<file path="config.mk">
export PLATFORM = sky130hd
export DESIGN_NAME = mem_arbiter
export DESIGN_NICKNAME = d
export VERILOG_FILES = /design/src/rtl/mem_arbiter_pkg.sv /design/src/rtl/mem_arbiter_rr_arb2.sv /design/src/rtl/mem_arbiter.sv
export SDC_FILE = /design/constraint.sdc
export NUM_CORES = 1
export LEC_CHECK = 0
export ABC_AREA = 1
export CAP_MARGIN = 20
export CORE_MARGIN = 2
export CORE_UTILIZATION = 37
export CTS_CLUSTER_SIZE = 10
export DETAILED_ROUTE_END_ITERATION = 16
export PLACE_DENSITY_LB_ADDON = 0.15
export SLEW_MARGIN = 30
export SYNTH_ARGS = -nofsm -noshare
export SYNTH_HDL_FRONTEND = slang
export SYNTH_SLANG_ARGS = --single-unit
</file>
<file path="constraint.sdc">
create_clock -name clk -period 2.8 [get_ports clk]
set_clock_uncertainty 0.2 [all_clocks]
set_input_delay 0.56 -clock clk [delete_from_list [all_inputs] [get_ports clk]]
set_output_delay 0.56 -clock clk [all_outputs]
set_load 0.01 [all_outputs]
</file>
<file path="src/rtl/mem_arbiter_pkg.sv">
// Shared definitions for the two-requester memory arbiter: FSM encoding,
// requester IDs and the latched transfer record.
package mem_arbiter_pkg;

  typedef enum logic [1:0] {
    ST_IDLE  = 2'd0,
    ST_ISSUE = 2'd1,
    ST_WAIT  = 2'd2,
    ST_RESP  = 2'd3
  } state_t;

  localparam logic ID_IF = 1'b0;
  localparam logic ID_LS = 1'b1;

  localparam int MEM_LAT_DEFAULT = 2;

  typedef struct packed {
    logic        id;
    logic        we;
    logic [15:0] addr;
    logic [15:0] wdata;
  } xfer_t;

endpackage

</file>
<file path="src/rtl/mem_arbiter_rr_arb2.sv">
// Two-way round-robin pick: a lone request wins, a tie goes to the requester
// that did not win last time.
module rr_arb2 (
  input  logic [1:0] req,
  input  logic       last,
  output logic       win
);

  assign win = (&req) ? ~last : req[1];

endmodule

</file>
<file path="src/rtl/mem_arbiter.sv">
// Shares one memory port between instruction fetch (id 0) and load/store
// (id 1). One transaction in flight; every output comes straight from a flop.
module mem_arbiter
  import mem_arbiter_pkg::*;
#(
  parameter int MEM_LAT = MEM_LAT_DEFAULT
) (
  input  logic        clk,
  input  logic        rst,
  input  logic        if_req,
  input  logic [15:0] if_addr,
  output logic        if_gnt,
  output logic        if_rvalid,
  output logic [15:0] if_rdata,
  input  logic        ls_req,
  input  logic        ls_we,
  input  logic [15:0] ls_addr,
  input  logic [15:0] ls_wdata,
  output logic        ls_gnt,
  output logic        ls_rvalid,
  output logic [15:0] ls_rdata,
  output logic        mem_en,
  output logic        mem_we,
  output logic [15:0] mem_addr,
  output logic [15:0] mem_wdata,
  input  logic [15:0] mem_rdata,
  output logic        busy,
  output logic [1:0]  fsm_state
);

  localparam logic [2:0] LAT3 = 3'(MEM_LAT);

  state_t      state, state_nxt;
  xfer_t       cur, cur_nxt;
  logic        last, last_nxt;
  logic [2:0]  cnt, cnt_nxt;
  logic        win, capture;
  logic [1:0]  gnt_nxt, rvalid_nxt;
  logic        mem_en_nxt, mem_we_nxt;
  logic [15:0] mem_addr_nxt, mem_wdata_nxt;

  rr_arb2 u_rr (
    .req  ({ls_req, if_req}),
    .last (last),
    .win  (win)
  );

  // Outputs are computed one cycle early so the ISSUE/RESP strobes land
  // registered in the cycle the FSM occupies that state.
  always_comb begin
    state_nxt     = state;
    cur_nxt       = cur;
    last_nxt      = last;
    cnt_nxt       = cnt;
    gnt_nxt       = 2'b00;
    rvalid_nxt    = 2'b00;
    mem_en_nxt    = 1'b0;
    mem_we_nxt    = 1'b0;
    mem_addr_nxt  = '0;
    mem_wdata_nxt = '0;
    capture       = 1'b0;
    case (state)
      ST_IDLE: begin
        if (if_req || ls_req) begin
          state_nxt         = ST_ISSUE;
          cur_nxt.id        = win;
          cur_nxt.we        = win & ls_we;
          cur_nxt.addr      = win ? ls_addr : if_addr;
          cur_nxt.wdata     = win ? ls_wdata : 16'h0000;
          last_nxt          = win;
          gnt_nxt[win]      = 1'b1;
          mem_en_nxt        = 1'b1;
          mem_we_nxt        = cur_nxt.we;
          mem_addr_nxt      = cur_nxt.addr;
          mem_wdata_nxt     = cur_nxt.wdata;
        end
      end
      ST_ISSUE: begin
        if (cur.we) begin
          state_nxt = ST_IDLE;
        end else begin
          state_nxt = ST_WAIT;
          cnt_nxt   = 3'd1;
        end
      end
      ST_WAIT: begin
        // cnt == LAT3 marks the cycle mem_rdata is valid
        if (cnt == LAT3) begin
          state_nxt          = ST_RESP;
          rvalid_nxt[cur.id] = 1'b1;
          capture            = 1'b1;
        end else begin
          cnt_nxt = cnt + 3'd1;
        end
      end
      default: state_nxt = ST_IDLE;
    endcase
  end

  always_ff @(posedge clk or posedge rst) begin
    if (rst) begin
      state     <= ST_IDLE;
      cur       <= '0;
      last      <= ID_IF;
      cnt       <= '0;
      busy      <= 1'b0;
      if_gnt    <= 1'b0;
      ls_gnt    <= 1'b0;
      if_rvalid <= 1'b0;
      ls_rvalid <= 1'b0;
      if_rdata  <= '0;
      ls_rdata  <= '0;
      mem_en    <= 1'b0;
      mem_we    <= 1'b0;
      mem_addr  <= '0;
      mem_wdata <= '0;
    end else begin
      state     <= state_nxt;
      cur       <= cur_nxt;
      last      <= last_nxt;
      cnt       <= cnt_nxt;
      busy      <= (state_nxt != ST_IDLE);
      if_gnt    <= gnt_nxt[ID_IF];
      ls_gnt    <= gnt_nxt[ID_LS];
      if_rvalid <= rvalid_nxt[ID_IF];
      ls_rvalid <= rvalid_nxt[ID_LS];
      mem_en    <= mem_en_nxt;
      mem_we    <= mem_we_nxt;
      mem_addr  <= mem_addr_nxt;
      mem_wdata <= mem_wdata_nxt;
      if (capture && cur.id == ID_IF) if_rdata <= mem_rdata;
      if (capture && cur.id == ID_LS) ls_rdata <= mem_rdata;
    end
  end

  assign fsm_state = state;

endmodule

</file>
# Word-level counts from Yosys, hierarchy flattened
# Index checks and enable logic that the tools add are counted.
[word_totals]
reg_bits = 78
latch_bits = 0
mem_bits_rw = 0
rom_bits = 0
output_inout_bits = 73
wordCells = 66
memories = 0
[classes]
add_sub_neg = 1
multipliers = 0
div_mod_pow = 0
n_lt_le_gt_ge = 4
eq_ne = 5
n_shift = 0
muxes = 28
bitwise_logic = 2
reduce_logical = 11
[op_table]
columns = ["op", "n"]
rows = [
  ["2-to-1 mux 16 bit", 6],
  ["2-to-1 mux 2 bit", 7],
  ["2-to-1 mux 1 bit", 9],
  ["2-to-1 mux 3 bit", 2],
  ["case mux 2 bit (3 select lines)", 1],
  ["case mux 3 bit (2 select lines)", 1],
  ["logical AND 1 bit", 4],
  ["< comparator 1 x 2 -> 1 bit, second input constant", 2],
  ["!= test 2 bit, second input constant", 2],
  ["AND reduction 2 bit", 2],
  ["nonzero test 2 bit", 2],
  ["adder 3 x 1 -> 3 bit, second input constant", 1],
  ["== test 3 x 2 -> 1 bit, second input constant", 1],
  ["AND reduction 3 bit", 1],
  ["demux 1 bit (select 1 bit)", 2],
  ["== test 2 x 1 -> 1 bit, second input constant", 1],
  ["== test 2 bit, second input constant", 1],
  [">= comparator 1 bit, second input constant", 2],
  ["logical NOT 2 bit", 1],
  ["AND 1 bit", 1],
  ["logical OR 1 bit", 1],
  ["NOT 1 bit", 1],
]

# Depth between registers and ports, before layout
# Gate-level depths: netlist of run 1.
[depth]
word_depth = 8
mapped_depth = 8

# Hierarchy
# Synthesis of run 1 repeated with hierarchy kept, for this count alone.
[hier_totals]
cells_unflattened = 354
area_unflattened_um2 = 3163.0
[modules_own_cells]
columns = ["mod", "instances", "cells_each", "area_each_um2", "seq_area_each_um2"]
rows = [
  ["mem_arbiter", 1, 352, 3150.5, 1951.9],
  ["rr_arb2", 1, 2, 12.5, 0.0],
]

# Least setup slack after synthesis of run 1
# Ideal clock, no wire load.
[synth_timing]
kind = "register to register"
startpoint = "register cnt[0]"
endpoint = "register if_rdata[0]"
setup_time_ps = 117
t_arrival_ps = 1255
slack_ps = 1228
path_stages_with_launch = 9
n_path_buf = 1
synth_period_minus_slack_ps = 1572
path_cell_list = "dfrtp_1 inv_1 ha_1 nand2_1 nor2_4 nand2_4 buf_6 nand2_1 nand2_1"
[synth_between]
elab_chain_len = 4
[synth_rtl]
columns = ["element", "line", "rtl"]
rows = [
  ["start, declared", "mem_arbiter.sv:36", "logic [2:0] cnt, cnt_nxt;"],
  ["start signal, assigned", "mem_arbiter.sv:121", "cnt <= cnt_nxt;"],
  ["== test 3 x 2 -> 1 bit", "mem_arbiter.sv:88", "if (cnt == LAT3) begin"],
  ["2-to-1 mux 1 bit", "mem_arbiter.sv:88", ""],
  ["2-to-1 mux 1 bit", "mem_arbiter.sv:62", "case (state)"],
  ["logical AND 1 bit", "mem_arbiter.sv:131", "if (capture && cur.id == ID_IF) if_rdata <= mem_rdata;"],
  ["end signal, assigned", "mem_arbiter.sv:131", ""],
  ["end, declared", "mem_arbiter.sv:14", "output logic [15:0] if_rdata,"],
]
# Every way passes these cells.
# A chain may end at the register's enable or synchronous reset.

# Worst setup path after layout of run 1
[layout_timing]
startpoint = "register state[0] (netlist: fsm_state[0])"
endpoint = "output port fsm_state[0]"
[layout_lines]
columns = ["element", "line", "rtl"]
rows = [
  ["start, declared", "mem_arbiter.sv:33", "state_t state, state_nxt;"],
  ["start signal, assigned", "mem_arbiter.sv:118", "state <= state_nxt;"],
  ["end, declared", "mem_arbiter.sv:28", "output logic [1:0] fsm_state"],
]
# No word-level cell between the ends.

==> out/results.ini, run 1 <==
[power_and_ir_drop]
p_leak_uw=0.00227
peakVddDrop_mv=0.452
powerDensity_nw_per_um2=900

[yosys]
ys_types=22
yosysTopAreaCellShare_pct=63.0
ys_seq_area_share_pct=63.0
syn_avg_cell_area_um2=9.72
syn-cell-area_um2=3100
synthCells=319
yosys.area.top_type=dfrtp_1
synth_fp_nets=390
synth_warnings=0
yosys-top-cells-area=dfrtp_1 63%, nand2_1 14%, nand3_1 5.8%
synth_seq_cells=78

[floorplanning]
die_h_um=95.5
core_area_um2=8180
start_util_pct=37.9
floorplan.rows=33
die_area_um2=9130
die_w_um=95.5
ios=142

[place]
port_buffers=141
place.detailed.hpwl_mm=5.42
routabilityCongestion=0.721

[routing]
viasPerCell=4.55
drc=0
wl_per_cell_um=13.2
num_vias=2605
drtPass1Iterations=4
antenna_left=0
drt_iter0_markers=106
drt_wl_total_mm=7.56

[worst_setup_path]
path_depth=1
critical_path.endpoint=fsm_state[0]
endpoint_kind=output pin
crit_chain=clkdlybuf4s50_1
cp.buffers_inverters=1
cp-startpoint=fsm_state[0]
path_class=flip-flop to output pin
r2r_slack_ns=0.89
cp_slowest_cell=clkdlybuf4s50_1
crit_family=buffers and inverters
cp.arrival_ns=1.49
timing.rr.start=cnt[0]
r2r_end=if_rdata[13]
start_kind=flip-flop
cpPeakStageDelay_ns=0.62
crit_required_ns=2.04
reg2reg_depth=7
path_max_fanout=5

[layout]
final_cell_mix=141 x clkdlybuf4s50_1, 114 x nand2_1, 78 x dfrtp_1, 36 x nand3_1
drive_gt1_share_pct=7.28
syn_to_final_growth_pct=53.9
fin_util_pct=58.4
nFillCells=729
diodes=0
nNetsFinal=533
mostFrequentLayoutCell=clkdlybuf4s50_1

[global_routing]
track_usage_pct=17.2
grt_overflow=0
grt_max_degree=40
grt_pass1_vias=2495
antenna_found_initial=0
grt_pass1_wl_mm=12.0

[clock_network]
clockBufferDepth=2
clock-root-buffer=clkbuf_8
postCtsSetupBuffers=0
cts_resized=0
tritoncts=done
htreeDepth=3
clkSlewWorstSetupHoldPaths_ns=0.08
cts_buffers=9
cts.sinks=78
cts_hold_buf=0
clkLatencyLatePin_ns=0.33

[run]
drv_cap=0

[timing]
hold_viol=0
max_freq_mhz=445
period_share_pct=80.3
rsz0062_at_grt=false
maxSlewViolCount=0
worst_pin_slew_ns=0.542
fin_crit_ns=2.25
tns_ns=0
slew_headroom_pct=63.8
setup_violations=0

[min_path]
hp-class=flip-flop to flip-flop

[outcome]
status=complete, no violations

-- stage by stage --
stage	power [uW]	instance area, um^2	setup WS, ns	cells	hold WS, ns
after floorplan	2560	3100	0.0450	319	0.244
after global placement	3470	4570	0.758	556	0.257
after detailed placement	3510	4570	0.721	556	0.258
after CTS	4360	4770	0.528	572	0.278
after global routing	4600	4770	0.480	572	0.297
final	4290	4770	0.551	572	0.275
-- worst min path at each step --
stage            startpoint            to  slack, ns  cells past startpoint
4_1_cts         if_rdata[9]   if_rdata[9]       0.28                      2
3_5_place_dp    if_rdata[9]   if_rdata[9]       0.26                      2
2_1_floorplan       cur[32]       cur[32]       0.24                      2
5_1_grt         if_rdata[0]   if_rdata[0]       0.30                      2
3_3_place_gp    if_rdata[1]   if_rdata[1]       0.26                      2
6_report       if_rdata[14]  if_rdata[14]       0.27                      2
-- flip-flops by register name (all words and copies together), names as in the netlist --
register,count
if_rdata,16
ls_rdata,16
mem_addr,16
mem_wdata,16
cnt,3
fsm_state,2
busy,1
cur,1
if_gnt,1
if_rvalid,1
last,1
ls_gnt,1
ls_rvalid,1
mem_en,1
mem_we,1
-- synthesized netlist by cell type --
| library cell | number |
|---|---|
| clkbuf_2 | 1 |
| nand3b_1 | 1 |
| ha_1 | 2 |
| buf_4 | 4 |
| buf_2 | 1 |
| nand3_4 | 1 |
| inv_2 | 4 |
| nand2_1 | 114 |
| nand2_4 | 2 |
| buf_6 | 6 |
| a21oi_1 | 1 |
| o21ai_0 | 15 |
| nor2_1 | 20 |
| inv_1 | 21 |
| o21ai_1 | 4 |
| nor2_2 | 1 |
| nand3_1 | 36 |
| dfrtp_1 | 78 |
| nand3_2 | 1 |
| nand2_2 | 2 |
| nor2_8 | 2 |
| nor2_4 | 2 |
-- layout make-up --
class / count / area (um^2) / share of cell area (%)
clock buffers: 11 / 141 / 2.96
multi-input cells: 204 / 947 / 19.8
well taps: 105 / 131 / 2.75
flip-flops and latches: 78 / 1950 / 40.9
inverters: 25 / 95.1 / 1.99
repair buffers: 144 / 1450 / 30.3
clock inverters: 5 / 58.8 / 1.23
-- cell families (layout without fill, tap and decap cells) --
family                   count (synthesis)  in the layout  synth area share (%)
adder cells (fa/ha/maj)                  2              2                 0.807
buffers and inverters                   37            185                  6.50
flip-flops                              78             78                  63.0
AO/OA/AOI/OAI                           20             20                  3.23
AND/OR/NAND/NOR                        182            182                  26.5
-- layer usage --
metal	global-route usage (%)	up-vias	part of all wire [%]
met4	6.43	0	1.3
met3	4.51	10	7.4
li1	-	1280	-
met2	28.2	80	50
met1	21.7	1235	41
met5	0	-	0
-- report_power, final --
part	switching, uW	leakage (uW)	internal (uW)	total, uW
registers	204	0.000964	1510	1710
clock network	405	0.0000955	437	842
logic	852	0.00121	887	1740
total	1460	0.00227	2830	4290
Power figures use the tool's default switching activity.
==> run 2, diff against run 1 <==
CORE_UTILIZATION = 38   (was 37)
clock period = 2.08 ns   (was 2.8 ns; I/O delays follow)
==> out/results.ini, run 2 (synthesis gave the netlist of run 1 again) <==
[min_path]
hp-class=flip-flop to flip-flop
hp-start=if_rdata[12]
holdPathEnd=if_rdata[12]
holdPathStages=2

[floorplanning]
floorplan.rows=32
start_util_pct=39.7
ios=142
die_area_um2=8900
core_area_um2=7810
die_w_um=94.3
die_h_um=94.3

[timing]
rsz0062_at_grt=false
fin_crit_ns=2.00
setup_violations=0
tns_ns=0
maxSlewViolCount=0
max_freq_mhz=499
worst_pin_slew_ns=0.415
slew_headroom_pct=72.3
period_share_pct=96.4
hold_viol=0

[clock_network]
postCtsSetupBuffers=0
cts_hold_buf=0
cts.sinks=78
clockBufferDepth=2
tritoncts=done
clock-root-buffer=clkbuf_8
clkSlewWorstSetupHoldPaths_ns=0.08
htreeDepth=3
cts_buffers=9
cts_resized=0
clkLatencyLatePin_ns=0.33

[power_and_ir_drop]
powerDensity_nw_per_um2=1200
p_leak_uw=0.00229
peakVddDrop_mv=0.680

[routing]
drt_wl_total_mm=7.44
wl_per_cell_um=13.0
drtPass1Iterations=4
antenna_left=0
viasPerCell=4.51
drt_iter0_markers=100
num_vias=2585
drc=0

[layout]
fin_util_pct=61.3
syn_to_final_growth_pct=54.2
nNetsFinal=537
nFillCells=691
drive_gt1_share_pct=7.86
layoutNonFillerInstCount=573
mostFrequentLayoutCell=clkdlybuf4s50_1
diodes=0
final_cell_mix=141 x clkdlybuf4s50_1, 114 x nand2_1, 78 x dfrtp_1, 36 x nand3_1

[worst_setup_path]
cp_slowest_cell=clkdlybuf4s50_1
crit_required_ns=1.46
crit_chain=clkdlybuf4s50_1
path_class=flip-flop to output pin
r2r_slack_ns=0.41
cp.arrival_ns=1.39
crit_family=buffers and inverters
endpoint_kind=output pin
cpPeakStageDelay_ns=0.60
r2r_end=if_rdata[8]
timing.rr.start=cnt[0]
path_max_fanout=4
start_kind=flip-flop
reg2reg_depth=7
cp.buffers_inverters=1

[global_routing]
antenna_found_initial=0
grt_pass1_wl_mm=11.9
grt_pass1_vias=2493
grt_max_degree=79
track_usage_pct=17.3
grt_overflow=0

[place]
port_buffers=141
place.detailed.hpwl_mm=5.47
dp.cells=557
routabilityCongestion=0.743

[outcome]
status=complete, no violations

[run]
drv_cap=0

run 2: final cells by class:
class	count	area [um^2]	area share [%]
flip-flops and latches	78	1950	40.8
repair buffers	148	1480	30.9
multi-input cells	204	947	19.8
clock buffers	11	131	2.75
well taps	102	128	2.67
inverters	25	97.6	2.04
clock inverters	5	50.0	1.05
run 2: per-layer routing:
metal / wire length, um / vias up / GRT usage [%]
li1: - / 1291 / -
met1: 3170 / 1197 / 23.1
met2: 3540 / 88 / 27.4
met3: 623 / 9 / 4.65
met4: 100 / 0 / 5.80
met5: 0 / - / 0
run 2: report_power, final:
part | total (uW) | switching [uW] | internal (uW)
Combinational | 2390 | 1160 | 1230
Clock | 1080 | 528 | 548
Sequential | 2290 | 255 | 2030
Total | 5750 | 1940 | 3810
run 2: through the flow:
stage	instance area, um^2	hold slack, ns	power, uW	setup slack, ns
finish	4780	0.276	5750	0.0752
global route	4780	0.298	6160	0.0260
CTS	4780	0.279	5840	0.0547
detailed placement	4600	0.258	4760	0.232
global placement	4600	0.255	4710	0.271
floorplan	3100	0.244	3440	0.508
run 2: how the worst max path moves through the flow:
stage                 startpoint            to  slack, ns  depth (start not counted)
finish              fsm_state[1]  fsm_state[1]       0.08                          1
global route        fsm_state[1]  fsm_state[1]       0.03                          1
CTS                 fsm_state[1]  fsm_state[1]       0.05                          1
detailed placement        if_req   mem_addr[6]       0.23                          5
global placement          if_req  mem_addr[15]       0.27                          5
floorplan                 cnt[0]   if_rdata[0]       0.51                          8
==> run 3, diff against run 2 <==
SKIP_CTS_REPAIR_TIMING = 1   (was default)
==> results of run 3 <==
Final layout, timing and power as in run 2 (identical DEF).
